[src/rtl/pipe_stage_reg.sv]
// Pipeline stage register with DEPTH slots, valid/ready flow control, flush and bubble collapse.
// Define PIPE_STAGE_REG_SKID_EN to add a one-entry skid buffer so ready_o no longer depends on ready_i.
module pipe_stage_reg #(
   parameter  int CTRL_W = 8,
   parameter  int DATA_W = 128,
   parameter  int DEPTH  = 1,
   localparam int CNT_W  = $clog2(DEPTH + 2)
) (
   input  logic              clk_i,
   input  logic              rst_i,
   input  logic              valid_i,
   output logic              ready_o,
   input  logic [CTRL_W-1:0] ctrl_i,
   input  logic [DATA_W-1:0] data_i,
   input  logic              flush_i,
   output logic              valid_o,
   input  logic              ready_i,
   output logic [CTRL_W-1:0] ctrl_o,
   output logic [DATA_W-1:0] data_o,
   output logic [CNT_W-1:0]  count_o
);

   logic [DEPTH-1:0]  valid_q, valid_d;
   logic [CTRL_W-1:0] ctrl_q [DEPTH];
   logic [CTRL_W-1:0] ctrl_d [DEPTH];
   logic [DATA_W-1:0] data_q [DEPTH];
   logic [DATA_W-1:0] data_d [DEPTH];
   logic [CNT_W-1:0]  count_q, count_d;

   logic [DEPTH-1:0]  adv;
   logic              s0_room;
   logic              in_xfer;
   logic              out_xfer;
   logic              load0;
   logic [CTRL_W-1:0] src_ctrl;
   logic [DATA_W-1:0] src_data;

   // Walk from the output slot back to slot 0: a slot may move on when the slot ahead has room.
   always_comb begin : advance_chain
      logic room;
      adv  = '0;
      // NOTE: blocking '=' here because 'room' is a running value re-read on the next iteration.
      room = ready_i;
      for (int k = DEPTH - 1; k >= 0; k--) begin
         adv[k] = valid_q[k] & room;
         room   = ~valid_q[k] | room;
      end
      s0_room = room;
   end

`ifdef PIPE_STAGE_REG_SKID_EN
   logic              skid_valid_q, skid_valid_d;
   logic [CTRL_W-1:0] skid_ctrl_q, skid_ctrl_d;
   logic [DATA_W-1:0] skid_data_q, skid_data_d;

   assign ready_o  = ~rst_i & ~skid_valid_q;
   assign in_xfer  = valid_i & ready_o & ~flush_i;
   assign load0    = s0_room & ~flush_i & (skid_valid_q | in_xfer);
   assign src_ctrl = skid_valid_q ? skid_ctrl_q : ctrl_i;
   assign src_data = skid_valid_q ? skid_data_q : data_i;

   always_comb begin
      skid_valid_d = skid_valid_q;
      skid_ctrl_d  = skid_ctrl_q;
      skid_data_d  = skid_data_q;
      if (flush_i || (skid_valid_q && s0_room)) begin
         skid_valid_d = 1'b0;
         skid_ctrl_d  = '0;
      end else if (in_xfer && !s0_room) begin
         skid_valid_d = 1'b1;
         skid_ctrl_d  = ctrl_i;
         skid_data_d  = data_i;
      end
   end

   always_ff @(posedge clk_i) begin
      if (rst_i) begin
         skid_valid_q <= 1'b0;
         skid_ctrl_q  <= '0;
         skid_data_q  <= '0;
      end else begin
         skid_valid_q <= skid_valid_d;
         skid_ctrl_q  <= skid_ctrl_d;
         skid_data_q  <= skid_data_d;
      end
   end
`else
   assign ready_o  = ~rst_i & s0_room;
   assign in_xfer  = valid_i & ready_o & ~flush_i;
   assign load0    = in_xfer;
   assign src_ctrl = ctrl_i;
   assign src_data = data_i;
`endif

   assign out_xfer = valid_q[DEPTH-1] & ready_i;

   always_comb begin
      // NOTE: every output of this block gets a default first, so no path leaves one unassigned (no latch).
      valid_d = valid_q;
      ctrl_d  = ctrl_q;
      data_d  = data_q;
      // A slot that hands its entry on becomes a bubble; its data is left in place.
      for (int k = 0; k < DEPTH; k++) begin
         if (adv[k]) begin
            valid_d[k] = 1'b0;
            ctrl_d[k]  = '0;
         end
      end
      for (int k = 1; k < DEPTH; k++) begin
         if (adv[k-1]) begin
            valid_d[k] = 1'b1;
            ctrl_d[k]  = ctrl_q[k-1];
            data_d[k]  = data_q[k-1];
         end
      end
      if (load0) begin
         valid_d[0] = 1'b1;
         ctrl_d[0]  = src_ctrl;
         data_d[0]  = src_data;
      end
      if (flush_i) begin
         valid_d = '0;
         for (int k = 0; k < DEPTH; k++) ctrl_d[k] = '0;
      end
   end

   always_comb begin
      count_d = count_q + CNT_W'(in_xfer) - CNT_W'(out_xfer);
      if (flush_i) count_d = '0;
   end

   always_ff @(posedge clk_i) begin
      if (rst_i) begin
         valid_q <= '0;
         count_q <= '0;
         // NOTE: the slot storage is deliberately reset, data included, so data_o reads 0 out of reset.
         for (int k = 0; k < DEPTH; k++) begin
            ctrl_q[k] <= '0;
            data_q[k] <= '0;
         end
      end else begin
         valid_q <= valid_d;
         ctrl_q  <= ctrl_d;
         data_q  <= data_d;
         count_q <= count_d;
      end
   end

   assign valid_o = valid_q[DEPTH-1];
   assign ctrl_o  = ctrl_q[DEPTH-1];
   assign data_o  = data_q[DEPTH-1];
   assign count_o = count_q;

endmodule

[config.mk]
export PLATFORM = sky130hd
export DESIGN_NAME = pipe_stage_reg
export DESIGN_NICKNAME = d
export VERILOG_FILES = /design/src/rtl/pipe_stage_reg.sv
export SDC_FILE = /design/constraint.sdc
export NUM_CORES = 1
export LEC_CHECK = 0
export CAP_MARGIN = 5
export CORE_UTILIZATION = 46
export CTS_BUF_LIST = sky130_fd_sc_hd__clkbuf_4 sky130_fd_sc_hd__clkbuf_8
export DETAILED_ROUTE_END_ITERATION = 12
export PLACE_DENSITY_LB_ADDON = 0.25
export SLEW_MARGIN = 5
export SYNTH_ARGS = -nofsm -noshare
export SYNTH_HDL_FRONTEND = slang
export SYNTH_SLANG_ARGS = --single-unit
[constraint.sdc]
create_clock -name clk_i -period 6.8 [get_ports clk_i]
set_input_delay 2.04 -clock clk_i [delete_from_list [all_inputs] [get_ports clk_i]]
set_output_delay 2.04 -clock clk_i [all_outputs]
set_load 0.005 [all_outputs]
==> flow_results.org, run 1 <==
** Power and ir drop
- Leakage power figure :: 3.88 nW
- Worst IR drop on VDD :: 0.143 mV
- Power dissipated by switching net loads :: around 0.39 mW
- Of the total power, the share spent switching nets is approximately 22%.
- Combinational logic is responsible for 17.3% of the overall power.
- Pwr/cell area :: 195 nW/um2
- Register share of total power :: between 40% and 50%
- Power Internal :: 1.38 mW
- Part of the total power dissipated in the clock network :: between 30 and 40%

** Clocking
- For this design, the sink count on the clock tree is between 100 and 150.
- TritonCTS clock tree :: done
- The cell sitting at the root of the clock tree is a clkbuf_8.
- Largest buffer count on any clock path :: 2
- In this run, CTS created clock tree buffers numbering 17.
- CTS built an H-tree with a depth of 4.
- Post-CTS clock slew at the launch and capture registers of the worst setup and hold paths :: about 0.070 ns
- Buffers added to address setup during post-CTS repair amount to 0.
- Post-cts repair resize count :: 0
- Later-pin clock latency in the skew report :: roughly 0.43 ns
- For this design, the CTS-stage hold fixing added 0 buffers.

** Setup path
- The critical path goes through clkdlybuf4s50_1, nand2b_1, nor2b_1, clkdlybuf4s50_1.
- WS Path Type :: primary input to primary output
- Type of element capturing the critical path :: primary output
- Slowest cell on the critical path :: clkdlybuf4s50_1
- Most numerous cell on the critical path :: clkdlybuf4s50_1
- Family with the most delay on the worst path :: buffers and inverters
- Critical path required time :: 4.76 ns
- STA classifies the critical path startpoint as a primary input.
- Delay of the slowest critical-path stage :: 0.52 ns
- Data arrives at the worst endpoint at between 3 and 4 ns.
- Number of buffer and inverter stages on the critical path :: 2
- Of all nets on the critical path, the largest fanout is 2.

** Timing
- Fin. Hold Viols :: 0
- In the finished design, the share of the clock period the worst path needs comes to between 70% and 80%.
- Setup TNS after final layout :: 0 ns
- Setup violations remaining at the end of the flow were counted as 0.
- Final worst clock skew :: ~0.0056 ns
- For the pin with the worst max-slew slack, the measured transition is just under 1 ns.
- Minimum period implied by the final worst setup slack :: 5.42 ns
- Unrepaired setup endpoints after global routing :: no
- Count of final max-slew check failures :: 0
- Hold timing on the final database bottoms out at a slack of around 0.47 ns.
- Headroom to the max-slew limit came out at between 30% and 40%.
- Final worst slack :: 1.38 ns
- Maximum frequency from static timing analysis :: between 150 and 200 MHz

** Global routing
- Wire length of the first global-routing pass :: between 20000 and 25000 um
- Global routing finished with a remaining overflow of 0.
- The via count of the first global-routing pass was around 4500.
- Global-route usage over all layers :: approximately 23%
- Entering global routing, the biggest net connects 92 pins.
- Initial antenna violation count :: 0

** Logic synthesis
- Syn_area_per_cell :: about 13 um2
- Part of the Yosys area used for sequential elements :: approximately 47%
- Synthesis inferred about 140 register bits.
- Synthesis produced a netlist whose cell count is 467.
- Post-Syn Nets :: between 600 and 700
- Number of synthesis warnings :: 0
- Netlist cell types :: 21
- After synthesis the cells add up to 5900 um2.

** Floorplan
- Ports placed on the boundary :: 281
- The initial utilization of the core area, before any placement, comes to between 40% and 50%.
- Die boundary height :: ~120 um
- The floorplan has 40 rows.
- Die footprint :: 13300 um2
- From left edge to right edge, the die measures 115 um.
- The core region is between 10000 and 15000 um2.

** Routing
- Dividing the detail-routed via count by the number of cells gives 4.70.
- Detailed routing inserted a total of 4305 vias.
- For this block, the routed nets add up to 15200 um of wire.
- In the final routed layout, each cell accounts on average for between 15 and 20 um.
- In the routed design, unresolved DRC markers number 0.
- Iteration count of the initial detailed-routing pass :: 4
- Count of nets left with antenna violations after detail routing :: 0
- Number of violations reported at the end of detailed-routing iteration 0 :: roughly 180

** Final layout
- Utilization of the core after routing :: 73.9%
- Synthesis-to-layout area growth :: 53.8%
- Count of antenna diodes in the layout :: 0
- The layout has between 800 and 900 filler cells.
- Post-layout nets :: 880
- In the final layout, the share of cells above drive strength 1 is 21.8%.

** Run
- Count of max-cap constraint violations :: 0

** Placed design
- Input/output buffers :: between 200 and 300
- Summed over all nets, the half-perimeter wirelength after detailed placement is approximately 11000 um.
- Worst setup slack after placement :: 1.38 ns
- Routability-driven placement finished with a final weighted congestion of ~0.75.

** Run status
- The flow ran to the end, and the final reports show no timing, DRC or antenna violations.

** Worst hold path
- Type of the worst min-delay path :: flip-flop to flip-flop
-- power groups by stage --
stage	Combinational [mW]	Sequential (mW)	Clock, mW
floorplan	0.119	0.898	0
global placement	0.301	0.893	0
detailed placement	0.307	0.895	0
CTS	0.308	0.878	0.601
global route	0.324	0.883	0.634
finish	0.305	0.878	0.581
-- layer usage --
metal / up-vias / routed length [um] / GRT usage [%]
li1: 2075 / - / -
met1: 2041 / 5610 / 22.8
met2: 172 / 7780 / 42.2
met3: 17 / 1590 / 10.5
met4: 0 / 210 / 8.31
met5: - / 0 / 0
-- worst reg2reg max path: stages, from the launching register on --
cell and delay, ns:
dfxtp_1 0.35, nand2b_1 0.14, nand3_4 0.71, ha_1 0.64
ha_1 0.21, xor2_1 0.18, xnor2_1 0.14, nor2_1 0.05
-- logic make-up (layout without fill, tap and decap cells) --
group	Yosys count	after routing	synth area share [%]
flops	139	139	47.2
compound gates	9	9	0.764
mux	128	128	31.5
xor+xnor	2	2	0.297
simple gates	153	153	15.9
buf+inv	33	313	3.76
fa+ha+maj	3	3	0.637
-- cells in the mapped netlist --
cell | instances | share of area [%]
nor2_1 | 2 | 0.13
or2_2 | 1 | 0.11
and2_1 | 1 | 0.11
buf_2 | 3 | 0.25
nand2b_1 | 9 | 0.95
buf_6 | 12 | 2.3
buf_1 | 4 | 0.25
inv_1 | 1 | 0.064
dfxtp_1 | 139 | 47
o21ai_0 | 1 | 0.085
mux2_4 | 110 | 28
buf_4 | 1 | 0.13
xor2_1 | 1 | 0.15
nand3_1 | 10 | 0.85
o21ai_1 | 8 | 0.68
ha_1 | 3 | 0.64
nand2_1 | 1 | 0.064
nor2b_1 | 129 | 14
clkbuf_1 | 12 | 0.76
mux2_2 | 18 | 3.4
xnor2_1 | 1 | 0.15
-- worst paths after layout --
path / from / to / slack [ns] / depth (start not counted)
setup / recovery: ready_i / ready_o / 1.38 / 4
setup reg to reg: valid_o$_SDFFE_PP0P_ / count_o[1]$_SDFF_PP0_ / 4.27 / 7
hold reg to reg: ctrl_o[7]$_SDFFE_PP0P_ / ctrl_o[7]$_SDFFE_PP0P_ / 0.47 / 2
hold / removal: ctrl_o[7]$_SDFFE_PP0P_ / ctrl_o[7]$_SDFFE_PP0P_ / 0.47 / 2
-- area by class of cell --
class                   count  area, um2  share of cell area (%)
multi-input cells         295       2900                    32.0
repair buffers            282       2830                    31.2
flip-flops and latches    139       2780                    30.7
clock buffers              27        322                    3.55
well taps                 168        210                    2.32
clock inverters             3       15.0                   0.166
inverters                   1       3.75                  0.0414
-- state kept, by name, summed over array words and instances (netlist names) --
register	count
ctrl_o	8
count_o	2
valid_o	1
data_o	128
-- through the flow --
| step | cell area [um2] | total power, mW | std cells |
|---|---|---|---|
| 2_1_floorplan | 5900 | 1.02 | 467 |
| 3_3_place_gp | 8730 | 1.19 | 885 |
| 3_5_place_dp | 8730 | 1.20 | 885 |
| 4_1_cts | 9060 | 1.79 | 915 |
| 5_1_grt | 9060 | 1.84 | 915 |
| 6_report | 9060 | 1.76 | 915 |
-- layout by cell type, fill, tap and decap left out, types with 2 or more instances in the layout --
cell / instances
nor2_1: 2
nand2b_1: 9
ha_1: 3
nor2b_1: 129
buf_4: 2
dfxtp_1: 139
clkbuf_4: 8
clkdlybuf4s50_1: 279
mux2_2: 18
o21ai_1: 8
clkinv_2: 3
nand3_1: 9
clkbuf_8: 19
mux2_4: 110
Power figures use the tool's default switching activity.
==> run 2: changes to the inputs <==
--- a/config.mk
+++ b/config.mk
@@ -6,7 +6,7 @@
 export NUM_CORES = 1
 export LEC_CHECK = 0
 export CAP_MARGIN = 5
-export CORE_UTILIZATION = 46
+export CORE_UTILIZATION = 42
 export CTS_BUF_LIST = sky130_fd_sc_hd__clkbuf_4 sky130_fd_sc_hd__clkbuf_8
 export DETAILED_ROUTE_END_ITERATION = 12
 export PLACE_DENSITY_LB_ADDON = 0.25
==> constraint.sdc (replaced) <==
create_clock -name clk_i -period 5.5 [get_ports clk_i]
set_input_delay 1.65 -clock clk_i [delete_from_list [all_inputs] [get_ports clk_i]]
set_output_delay 1.65 -clock clk_i [all_outputs]
set_load 0.005 [all_outputs]
==> run 2 against run 1 <==
Compared with the run above: utilization is 5.9 points lower; design area rose by 0.94%; sequential share of layout area is 0.29 points lower; combinational power increased by 23%; wire length fell by 2.0%; setup slack got worse by 0.48 ns; global-route usage is 2.3 points lower; power grew 29%; critical path type unchanged; highest routed layer unchanged.
==> flow_results.org, run 2 (synthesis results as in run 1) <==
** Setup path
- Type of element capturing the critical path :: primary output (unchanged)
- Delay of the slowest critical-path stage :: 0.50 ns (was 0.52 ns)
- Most numerous cell on the critical path :: clkdlybuf4s50_1 (unchanged)
- The slowest stage cell on the critical path was clkdlybuf4s50_1 (unchanged).
- Launch point of the critical path :: ready_i (unchanged)
- Flop-to-flop setup slack :: 3.54 ns (was 4.27 ns)
- The beginning of the worst register-to-register path is valid_o$_SDFFE_PP0P_ (unchanged).
- The data required time at the worst endpoint is 3.85 ns (was 4.76 ns).
- The family with the most delay on the worst path was buffers and inverters (unchanged).
- Number of buffer and inverter stages on the critical path :: 2 (unchanged)
- Cell Chain, Critical Path: clkdlybuf4s50_1, nand2b_1, nor2b_1, clkdlybuf4s50_1 (unchanged).
- The maximum fanout count along the critical path came to 2 (unchanged).
- Arr. time, crit path :: 2.95 ns (was 3.38 ns)
- The launching element type of the critical path is a primary input (unchanged).
- WS Path Type :: primary input to primary output (unchanged)

** Clocking
- The TritonCTS clock tree was done (unchanged).
- Number of buffers inserted to repair setup after CTS :: 0 (unchanged)
- The post-cts sizing count was 0 (unchanged).
- Total number of H-tree levels :: 4 (unchanged)
- The CTS buffer count came to 17 (unchanged).
- Post-CTS clock slew at the launch and capture registers of the worst setup and hold paths :: 0.07 ns (about the same)
- The clock insertion delay at the later pin of the skew report was 0.43 ns (about the same).
- The total of hold buffers inserted after clock tree synthesis came to 0 (unchanged).
- The TritonCTS sink count came to 139 (unchanged).
- Root Buffer Master :: clkbuf_8 (unchanged)
- The buffer depth of the longest clock path was 2 (unchanged).

** Routing
- The violation count after the first detailed-routing iteration was 215 (was 179).
- DRC Markers :: 0 (unchanged)
- Iteration count of the initial detailed-routing pass :: 4 (unchanged)
- Count of nets left with antenna violations after detail routing :: 0 (unchanged)
- The detailed-route vias per instance is 4.63 (was 4.70).
- The detailed-route via count is 4295 (was 4305).
- Drt total wl :: 14900 um (was 15200 um)
- Mean routed wirelength per cell :: 16.1 um (was 16.6 um)

** Global routing
- The via count of the first global-routing pass came to 4523 (was 4506).
- Wire length of the first global-routing pass :: 23300 um (was 23200 um)
- The largest net degree at the start of global routing was 80 (was 92).
- The total overflow reported by the global router is 0 (unchanged).
- The overall fraction of global-route tracks in use is 20.7% (was 23.0%).
- Initial antenna violation count :: 0 (unchanged)

** Timing
- Counting I/O delays and the setup requirement, the final critical path takes 4.60 ns.
- Setup TNS after final layout :: 0 ns (unchanged)
- Unrepaired setup endpoints after global routing: no (unchanged).
- Based on the critical path, the design can be clocked at up to ~220 MHz.
- Worst-margin pin slew :: 0.752 ns (was 0.988 ns)
- The worst-case clock skew is 0.00675 ns (was 0.00557 ns).
- The minimum hold slack was 0.465 ns (was 0.473 ns).
- Final setup violation count :: 0 (unchanged)
- Fin. Hold Viols :: 0 (unchanged)
- The worst slew margin relative to its limit came to 49.7% (was 34.2%).
- Count of final max-slew check failures :: 0 (unchanged)
- Final cycle utilization of the critical path :: 83.6%

** Floorplan
- The I/O pin total is 281 (unchanged).
- Die footprint :: 14500 um2 (was 13300 um2)
- CORE AREA :: 13500 um2 (was 12300 um2)
- The vertical extent of the die came to 120 um (was 115 um).
- Row count :: 42 (was 40)
- Width of the die :: 120 um (was 115 um)
- The starting utilization of the core area is 43.8% (was 48.1%).

** Placed design
- Placed Area :: 8750 um2 (was 8730 um2)
- The final estimated routing congestion in global placement was 0.749 (was 0.747).
- Input/output buffers :: 280 (unchanged)
- The HPWL reported at the end of detailed placement is 10700 um (was 11100 um).

** Power and ir drop
- Pwr/cell area :: 248 nW/um2 (was 195 nW/um2)
- The leakage power of the design is 3.90 nW (was 3.88 nW).
- Power after layout :: 2.27 mW (was 1.76 mW)
- Worst IR drop on VDD :: 0.186 mV (was 0.143 mV)

** Final layout
- Post-layout nets :: 882 (was 880)
- Most used cells in the layout excluding fill and tap cells: clkdlybuf4s50_1, dfxtp_1, nor2b_1 (unchanged).
- The antenna cell count was 0 (unchanged).
- Synthesis-to-layout area growth :: 55.2% (was 53.8%)
- Flip-flop count of the largest register, all copies and words added :: 128 (unchanged)
- Most common cell after layout, fill and taps aside :: clkdlybuf4s50_1 (unchanged)
- The share of cells above drive strength 1 is 22.2% (was 21.8%).
- Area of all placed cells without fillers :: 9150 um2 (was 9060 um2)

** Worst hold path
- The path type of the worst min-delay path is flip-flop to flip-flop (unchanged).
- The startpoint of the worst hold path is ctrl_o[7]$_SDFFE_PP0P_ (unchanged).

** Run
- Count of max-cap constraint violations :: 0 (unchanged)

** Run status
- Outcome: finished, final reports clean (unchanged).
## run 2: cell count changes in the layout (fill, tap and decap cells not counted), sizes merged
cell,change
clkbuf,-7
bufinv,+2
clkinv,+4
clkinvlp,+3
buf,+2
## run 2: report_power, final
part,switching (mW),internal (mW),leakage (nW),total [mW]
Clock,0.379,0.434,0.200,0.813
Combinational,0.105,0.270,2.56,0.375
Sequential,0.0250,1.06,1.14,1.09
## run 2: final cells by class
class                      count  area, um2
clock buffer                  20        275
clock inverter                12        121
fill                        1029       4300
inverter                       1       3.75
multi-input combinational    295       2900
sequential                   139       2780
tap                          176        220
timing repair buffer         284       2840
## run 2: through the flow
stage	utilization (%)	worst slack [ns]	instances
floorplan	-	1.69	467
global placement	65.1	0.897	895
detailed placement	65.1	0.915	895
CTS	68.0	0.896	927
global route	68.0	0.814	927
finish	68.0	0.900	927
## run 2: worst paths after layout
check                           cells after the start                      end
worst min-delay path                                2   ctrl_o[7]$_SDFFE_PP0P_
worst max register to register                      4  data_o[31]$_SDFFE_PP0N_
worst min register to register                      2   ctrl_o[7]$_SDFFE_PP0P_
worst max-delay path                                4                  ready_o
## run 2: worst min-delay path, cell delays in order, from the launching register on
cell and delay [ns]:
dfxtp_1 0.31, nand3_1 0.06, o21ai_1 0.06
## run 2: metal layers
layer  track usage [%]  part of all wire, %  wire (um)  vias to the layer above
met4              7.72                  2.0        303                        0
met3              10.2                   11       1640                       20
met2              35.6                   48       7150                      193
li1                  -                    -          -                     2078
met5                 0                    0          0                        -
met1              21.7                   39       5790                     2004
